**src/rtl/hack_pkg.sv**
```systemverilog
// Shared types and instruction-field constants for the Hack CPU controller.
package hack_pkg;

    localparam int unsigned WORD_W  = 16;

    // Instruction field bit positions
    localparam int unsigned IB_TYPE = 15;
    localparam int unsigned IB_A    = 12;
    localparam int unsigned COMP_HI = 11;
    localparam int unsigned COMP_LO = 6;
    localparam int unsigned DEST_HI = 5;
    localparam int unsigned DEST_LO = 3;
    localparam int unsigned JUMP_HI = 2;
    localparam int unsigned JUMP_LO = 0;

    // Individual destination bits
    localparam int unsigned DB_A    = 5;
    localparam int unsigned DB_D    = 4;
    localparam int unsigned DB_M    = 3;

    typedef logic [WORD_W-1:0] word_t;

    typedef enum logic [2:0] {
        FETCH = 3'd0,
        MEMRD = 3'd1,
        EXEC  = 3'd2,
        MEMWR = 3'd3,
        WB    = 3'd4,
        HALT  = 3'd5
    } state_t;

    // True for C-instructions (compute form)
    function automatic logic is_c_instr(input word_t instr);
        return instr[IB_TYPE];
    endfunction

endpackage

```
**src/rtl/hack_cpu_ctrl_if.sv**
```systemverilog
// Instruction memory, data memory and ALU connections of the Hack controller.
interface hack_cpu_ctrl_if;
    import hack_pkg::*;

    logic  imem_req;
    word_t imem_addr;
    logic  imem_ack;
    word_t imem_rdata;

    logic  dmem_req;
    logic  dmem_we;
    word_t dmem_addr;
    word_t dmem_wdata;
    logic  dmem_ack;
    word_t dmem_rdata;

    word_t alu_x;
    word_t alu_y;
    logic  alu_zx;
    logic  alu_nx;
    logic  alu_zy;
    logic  alu_ny;
    logic  alu_f;
    logic  alu_no;
    word_t alu_out;
    logic  alu_zr;
    logic  alu_ng;

    // Controller side
    modport master (
        output imem_req, imem_addr,
        input  imem_ack, imem_rdata,
        output dmem_req, dmem_we, dmem_addr, dmem_wdata,
        input  dmem_ack, dmem_rdata,
        output alu_x, alu_y, alu_zx, alu_nx, alu_zy, alu_ny, alu_f, alu_no,
        input  alu_out, alu_zr, alu_ng
    );

    // Memory / ALU side
    modport slave (
        input  imem_req, imem_addr,
        output imem_ack, imem_rdata,
        input  dmem_req, dmem_we, dmem_addr, dmem_wdata,
        output dmem_ack, dmem_rdata,
        input  alu_x, alu_y, alu_zx, alu_nx, alu_zy, alu_ny, alu_f, alu_no,
        output alu_out, alu_zr, alu_ng
    );

endinterface

```
**src/rtl/hack_jump_cond.sv**
```systemverilog
// Hack jump condition: j1 = less than zero, j2 = zero, j3 = greater than zero.
module hack_jump_cond (
    input  logic [2:0] jump,
    input  logic       zr,
    input  logic       ng,
    output logic       take_c
);

    // Combine the three comparison flags selected by the jump field
    always_comb begin
        take_c = (jump[2] & ng) | (jump[1] & zr) | (jump[0] & ~zr & ~ng);
    end

endmodule

```
**src/rtl/hack_cpu_ctrl.sv**
```systemverilog
// Multi-cycle Hack CPU controller: fetch, optional M read, execute,
// optional M write, write-back. Owns A, D and PC.
// Optional feature macro: HACK_CTRL_HALT_DETECT_EN (self-jump halts the core).
module hack_cpu_ctrl
    import hack_pkg::*;
#(
    parameter word_t RESET_PC = 16'h0000
) (
    input  logic            clk,
    input  logic            rst_n,
    hack_cpu_ctrl_if.master bus,
    output word_t           pc_o,
    output word_t           a_o,
    output word_t           d_o,
    output logic            halted
);

    state_t state;
    word_t  pc;
    word_t  a;
    word_t  d;
    word_t  ir;
    word_t  mreg;
    word_t  res;
    logic   take;
    logic   imem_req_r;
    logic   dmem_req_r;
    logic   dmem_we_r;
    logic   take_c;

    hack_jump_cond u_jump_cond (
        .jump   (ir[JUMP_HI:JUMP_LO]),
        .zr     (bus.alu_zr),
        .ng     (bus.alu_ng),
        .take_c (take_c)
    );

    // Bus outputs are direct taps of registers; addresses only change in WB
    assign bus.imem_req   = imem_req_r;
    assign bus.imem_addr  = pc;
    assign bus.dmem_req   = dmem_req_r;
    assign bus.dmem_we    = dmem_we_r;
    assign bus.dmem_addr  = a;
    assign bus.dmem_wdata = res;
    assign bus.alu_x      = d;
    assign bus.alu_y      = ir[IB_A] ? mreg : a;
    assign bus.alu_zx     = ir[COMP_HI];
    assign bus.alu_nx     = ir[COMP_HI-1];
    assign bus.alu_zy     = ir[COMP_HI-2];
    assign bus.alu_ny     = ir[COMP_HI-3];
    assign bus.alu_f      = ir[COMP_HI-4];
    assign bus.alu_no     = ir[COMP_LO];

    assign pc_o = pc;
    assign a_o  = a;
    assign d_o  = d;

`ifdef HACK_CTRL_HALT_DETECT_EN
    logic halted_r;
    assign halted = halted_r;
`else
    assign halted = 1'b0;
`endif

    // Controller state machine and architectural registers
    always_ff @(posedge clk or negedge rst_n) begin
        if (!rst_n) begin
            state      <= FETCH;
            pc         <= RESET_PC;
            a          <= '0;
            d          <= '0;
            ir         <= '0;
            mreg       <= '0;
            res        <= '0;
            take       <= 1'b0;
            imem_req_r <= 1'b0;
            dmem_req_r <= 1'b0;
            dmem_we_r  <= 1'b0;
`ifdef HACK_CTRL_HALT_DETECT_EN
            halted_r   <= 1'b0;
`endif
        end else begin
            case (state)
                FETCH: begin
                    // First cycle after reset has no request yet; raise it here
                    if (!imem_req_r) begin
                        imem_req_r <= 1'b1;
                    end else if (bus.imem_ack) begin
                        imem_req_r <= 1'b0;
                        ir         <= bus.imem_rdata;
                        if (!is_c_instr(bus.imem_rdata)) begin
                            state <= WB;
                        end else if (bus.imem_rdata[IB_A]) begin
                            state      <= MEMRD;
                            dmem_req_r <= 1'b1;
                            dmem_we_r  <= 1'b0;
                        end else begin
                            state <= EXEC;
                        end
                    end
                end
                MEMRD: begin
                    if (bus.dmem_ack) begin
                        mreg       <= bus.dmem_rdata;
                        dmem_req_r <= 1'b0;
                        state      <= EXEC;
                    end
                end
                EXEC: begin
                    res  <= bus.alu_out;
                    take <= take_c;
                    if (ir[DB_M]) begin
                        state      <= MEMWR;
                        dmem_req_r <= 1'b1;
                        dmem_we_r  <= 1'b1;
                    end else begin
                        state <= WB;
                    end
                end
                MEMWR: begin
                    if (bus.dmem_ack) begin
                        dmem_req_r <= 1'b0;
                        dmem_we_r  <= 1'b0;
                        state      <= WB;
                    end
                end
                WB: begin
                    // Jump target uses A before this instruction's own A write
                    if (!is_c_instr(ir)) begin
                        a  <= WORD_W'(ir[IB_TYPE-1:0]);
                        pc <= pc + WORD_W'(1);
                    end else begin
                        if (ir[DB_D]) d <= res;
                        if (ir[DB_A]) a <= res;
                        pc <= take ? a : pc + WORD_W'(1);
                    end
`ifdef HACK_CTRL_HALT_DETECT_EN
                    if (is_c_instr(ir) && take && (a == pc)) begin
                        state    <= HALT;
                        halted_r <= 1'b1;
                    end else begin
                        state      <= FETCH;
                        imem_req_r <= 1'b1;
                    end
`else
                    state      <= FETCH;
                    imem_req_r <= 1'b1;
`endif
                end
`ifdef HACK_CTRL_HALT_DETECT_EN
                HALT: begin
                    state <= HALT;
                end
`endif
                default: begin
                    state <= FETCH;
                end
            endcase
        end
    end

endmodule

```
**src/flat_wrapper.sv**
```systemverilog
// flat-port wrapper written by rule: the top's interface ports become plain ports
module hack_cpu_ctrl_flat import hack_pkg::*;
#(
    parameter word_t RESET_PC = 16'h0000
)
  (clk, rst_n, pc_o, a_o, d_o, halted, bus_imem_req, bus_imem_addr, bus_imem_ack, bus_imem_rdata, bus_dmem_req, bus_dmem_we, bus_dmem_addr, bus_dmem_wdata, bus_dmem_ack, bus_dmem_rdata, bus_alu_x, bus_alu_y, bus_alu_zx, bus_alu_nx, bus_alu_zy, bus_alu_ny, bus_alu_f, bus_alu_no, bus_alu_out, bus_alu_zr, bus_alu_ng);
  hack_cpu_ctrl_if bus_i ();
  input  logic clk;
  input  logic rst_n;
  output word_t pc_o;
  output word_t a_o;
  output word_t d_o;
  output logic halted;
  output wire logic [$bits(bus_i.imem_req)-1:0] bus_imem_req;
  output wire logic [$bits(bus_i.imem_addr)-1:0] bus_imem_addr;
  input wire logic [$bits(bus_i.imem_ack)-1:0] bus_imem_ack;
  input wire logic [$bits(bus_i.imem_rdata)-1:0] bus_imem_rdata;
  output wire logic [$bits(bus_i.dmem_req)-1:0] bus_dmem_req;
  output wire logic [$bits(bus_i.dmem_we)-1:0] bus_dmem_we;
  output wire logic [$bits(bus_i.dmem_addr)-1:0] bus_dmem_addr;
  output wire logic [$bits(bus_i.dmem_wdata)-1:0] bus_dmem_wdata;
  input wire logic [$bits(bus_i.dmem_ack)-1:0] bus_dmem_ack;
  input wire logic [$bits(bus_i.dmem_rdata)-1:0] bus_dmem_rdata;
  output wire logic [$bits(bus_i.alu_x)-1:0] bus_alu_x;
  output wire logic [$bits(bus_i.alu_y)-1:0] bus_alu_y;
  output wire logic [$bits(bus_i.alu_zx)-1:0] bus_alu_zx;
  output wire logic [$bits(bus_i.alu_nx)-1:0] bus_alu_nx;
  output wire logic [$bits(bus_i.alu_zy)-1:0] bus_alu_zy;
  output wire logic [$bits(bus_i.alu_ny)-1:0] bus_alu_ny;
  output wire logic [$bits(bus_i.alu_f)-1:0] bus_alu_f;
  output wire logic [$bits(bus_i.alu_no)-1:0] bus_alu_no;
  input wire logic [$bits(bus_i.alu_out)-1:0] bus_alu_out;
  input wire logic [$bits(bus_i.alu_zr)-1:0] bus_alu_zr;
  input wire logic [$bits(bus_i.alu_ng)-1:0] bus_alu_ng;
  assign bus_imem_req = bus_i.imem_req;
  assign bus_imem_addr = bus_i.imem_addr;
  assign bus_i.imem_ack = bus_imem_ack;
  assign bus_i.imem_rdata = bus_imem_rdata;
  assign bus_dmem_req = bus_i.dmem_req;
  assign bus_dmem_we = bus_i.dmem_we;
  assign bus_dmem_addr = bus_i.dmem_addr;
  assign bus_dmem_wdata = bus_i.dmem_wdata;
  assign bus_i.dmem_ack = bus_dmem_ack;
  assign bus_i.dmem_rdata = bus_dmem_rdata;
  assign bus_alu_x = bus_i.alu_x;
  assign bus_alu_y = bus_i.alu_y;
  assign bus_alu_zx = bus_i.alu_zx;
  assign bus_alu_nx = bus_i.alu_nx;
  assign bus_alu_zy = bus_i.alu_zy;
  assign bus_alu_ny = bus_i.alu_ny;
  assign bus_alu_f = bus_i.alu_f;
  assign bus_alu_no = bus_i.alu_no;
  assign bus_i.alu_out = bus_alu_out;
  assign bus_i.alu_zr = bus_alu_zr;
  assign bus_i.alu_ng = bus_alu_ng;
  hack_cpu_ctrl #(.RESET_PC(RESET_PC)) u_core (.clk(clk), .rst_n(rst_n), .bus(bus_i), .pc_o(pc_o), .a_o(a_o), .d_o(d_o), .halted(halted));
endmodule
```
**config.mk**
```make
export PLATFORM = sky130hd
export DESIGN_NAME = hack_cpu_ctrl_flat
export DESIGN_NICKNAME = d
export VERILOG_FILES = /design/src/rtl/hack_pkg.sv /design/src/rtl/hack_cpu_ctrl_if.sv /design/src/rtl/hack_jump_cond.sv /design/src/rtl/hack_cpu_ctrl.sv /design/src/flat_wrapper.sv
export SDC_FILE = /design/constraint.sdc
export NUM_CORES = 1
export LEC_CHECK = 0
export CAP_MARGIN = 20
export CORE_ASPECT_RATIO = 1.75
export CORE_MARGIN = 8
export CORE_UTILIZATION = 50
export CTS_BUF_LIST = sky130_fd_sc_hd__clkbuf_2 sky130_fd_sc_hd__clkbuf_4 sky130_fd_sc_hd__clkbuf_8
export DETAILED_ROUTE_END_ITERATION = 8
export PLACE_DENSITY = 0.94
export SLEW_MARGIN = 10
export SYNTH_ARGS = -nofsm -noshare
export SYNTH_HDL_FRONTEND = slang
export SYNTH_SLANG_ARGS = --single-unit
```
**constraint.sdc**
```tcl
create_clock -name clk -period 3.1 [get_ports clk]
set_clock_uncertainty 0.2 [all_clocks]
set_input_delay 0.62 -clock clk [delete_from_list [all_inputs] [get_ports clk]]
set_output_delay 0.62 -clock clk [all_outputs]
set_load 0.01 [all_outputs]
```
==> metrics.txt <==
outcome=complete, no violations; register area share after synthesis=0.496; slew at the pin closest to its max-slew limit=0.679 ns; count of final max-slew check failures=0; Worst Setup Start Kind=flip-flop; I/O pins=192; GRT Util Overall=0.216; crit path kind=flip-flop to output pin; CTS Buf Count=9; Fin Setup TNS=0 ns; DR DRC count=0; Routed WL per cell=21.1 um; hold crit path type=input port to async pin; Worst Path Required=2.28 ns; Slew HR=0.546; Internal=0.00477 W; DRT Pass-1 Iters=5; # setup viols final=0; Routability Congestion=0.882; Psw=0.00308 W; Tcrit/Tclk final=0.896; FFs w/ async S/R, synth=1.00; syn nets=508; first-pass GRT wire length=23.6 mm; Core ar.=10200 um2; vias in the first global route=4379; Syn Inst Count=453; via count=4043; Worst-Skew Late Latency=0.37 ns; CP arrival=1.96 ns; Most used DFF post-synth=dfrtp_1; die area=14000 um2; final-report hold violation count=0; clock share of power=0.099; distinct cell type count after synthesis=53; Die Wd=93.0 um; Flop pwr share=0.354; Initial Utilization=0.510; CTS clk-pin slew, worst paths=0.10 ns; initial antenna violation count=0; hold buffer count at CTS=0; CTS H-Tree Depth=3; largest net degree at the start of global routing=51; share of cells above drive strength 1=0.151; Max-Cap Viols=0; DPL Wire Length=11.8 mm; final antenna-violating net count=0; Clock Sinks=103; Max Fanout on Critical Path=9; CTS-repair resized insts=0; Sw Ratio=0.393; f_max=360 MHz; Setup crit end kind=output pin; die height=151 um; synthesized cell area=5190 um2; Critical-path top delay cell=clkdlybuf4s50_1; post-route minimum period=2.78 ns; TritonCTS clock tree=yes; Rows=49; Via density=5.60; Total Wirelength=15.2 mm; # diodes=0; Reg2Reg Depth=4; postcts setup bufs=0; Max clock buf depth=2; area grow syn2layout=34.8%; IO Port Bufs=190; fillers=780; initial DRC count=200; Ys Warns=0; Post-synth EDFFs=0; Nets=645; Avg Inst Size Synth=11.5 um2; commonest non-fill, non-tap cell in the layout=clkdlybuf4s50_1; Clock Tree Root=clkbuf_8; PD cells=1120 nW/um2; grt total ovfl=0; Yosys reg bits=103; worst path cell trace=buf_4, mux2_2, clkdlybuf4s50_1; RSZ-0062 raised after global routing=false; LEAKAGE=2.89 nW; footprint of the multi-input gates=2040 um2; most frequent cells in the layout=189 x clkdlybuf4s50_1, 103 x dfrtp_1, 44 x mux2_2; Pwr Total=0.00785 W; Register Area=2580 um2; slowest cell delay on critical path=0.51 ns; Comb power frac=0.547; Peak supply drop=598 uV
## power groups by stage
stage | sequential (W) | clock (W) | combinational [W]
after floorplan | 0.00271 | 0 | 0.00231
after global placement | 0.00271 | 0 | 0.00417
after detailed placement | 0.00279 | 0 | 0.00432
after CTS | 0.00277 | 0.000799 | 0.00434
after global routing | 0.00286 | 0.000843 | 0.00458
final | 0.00278 | 0.000780 | 0.00430
## cells in the mapped netlist (all sizes together) (2+ instances only)
| cell type | n | area share |
|---|---|---|
| a21oi | 38 | 0.037 |
| a2bb2oi | 4 | 0.0067 |
| a32oi | 2 | 0.0034 |
| and2 | 3 | 0.0036 |
| and3 | 3 | 0.0036 |
| and4 | 2 | 0.0039 |
| buf | 71 | 0.10 |
| clkbuf | 7 | 0.0051 |
| dfrtp | 103 | 0.50 |
| inv | 6 | 0.0043 |
| mux2 | 77 | 0.17 |
| mux2i | 16 | 0.031 |
| nand2 | 26 | 0.019 |
| nand3 | 11 | 0.011 |
| nand3b | 2 | 0.0029 |
| nand4 | 5 | 0.0084 |
| nor2 | 24 | 0.018 |
| nor3 | 2 | 0.0019 |
| nor3b | 4 | 0.0067 |
| nor4 | 2 | 0.0024 |
| o21a | 2 | 0.0029 |
| o21ai | 15 | 0.014 |
| o22ai | 8 | 0.0096 |
| o41ai | 2 | 0.0034 |
| or3 | 2 | 0.0034 |
## cells by family after synthesis
kind of cell | Yosys count | share of synthesized area
other cells | 1 | 0.000722
flops | 103 | 0.496
simple gates | 91 | 0.0920
fa+ha+maj | 1 | 0.00241
buf+inv | 84 | 0.114
mux | 93 | 0.201
compound gates | 80 | 0.0932
## layer usage
layer  routed length, um  part of all wire  GRT usage
met1                5110              0.33      0.212
met2                8530              0.56      0.404
met3                 957             0.063     0.0407
met4                 650             0.043      0.130
met5                   0                 0          0
## path summary, 6_finish.rpt
kind	from	slack [ns]	to
max	u_core.ir[12]$_DFFE_PN0P_	0.32	bus_alu_y[12]
min	rst_n	0.04	u_core.bus.alu_x[9]$_DFFE_PN0P_
max reg2reg	u_core.state[2]$_DFFE_PN0P_	0.83	u_core.bus.alu_x[15]$_DFFE_PN0P_
min reg2reg	u_core.mreg[6]$_DFFE_PN0P_	0.30	u_core.mreg[6]$_DFFE_PN0P_
max in group asynchronous	rst_n	1.99	u_core.bus.imem_addr[1]$_DFFE_PN0N_
min in group clk	u_core.mreg[6]$_DFFE_PN0P_	0.30	u_core.mreg[6]$_DFFE_PN0P_
## flip-flops by register name (all words and copies together), names as in the netlist, 3 cells and up
| signal | flops |
|---|---|
| u_core.a_o | 16 |
| u_core.bus.alu_x | 16 |
| u_core.bus.dmem_wdata | 16 |
| u_core.bus.imem_addr | 16 |
| u_core.ir | 16 |
| u_core.mreg | 16 |
| u_core.state | 3 |
## final cells by class
class	instances	area share
sequential	103	0.368
multi-input combinational	266	0.292
timing repair buffer	204	0.288
tap	127	0.0227
clock buffer	9	0.0177
clock inverter	7	0.00787
inverter	6	0.00322
## worst max-delay path: cells and delay by family, from the launching register on
kind / cells / cell delay, ns
buf+inv: 2 / 0.75
flops: 1 / 0.48
mux: 1 / 0.37
## stage by stage
stage          utilization  hold slack (ns)  cell area [um2]  std cells  setup WS [ns]
2_1_floorplan            -            0.124             5190        453           1.23
3_3_place_gp         0.670            0.262             6820        706          0.720
4_1_cts              0.688           0.0419             7000        722          0.316
6_report             0.688           0.0386             7000        722          0.321
3_5_place_dp         0.670            0.274             6820        706          0.650
5_1_grt              0.688           0.0595             7000        722          0.273
Power figures use the tool's default switching activity.
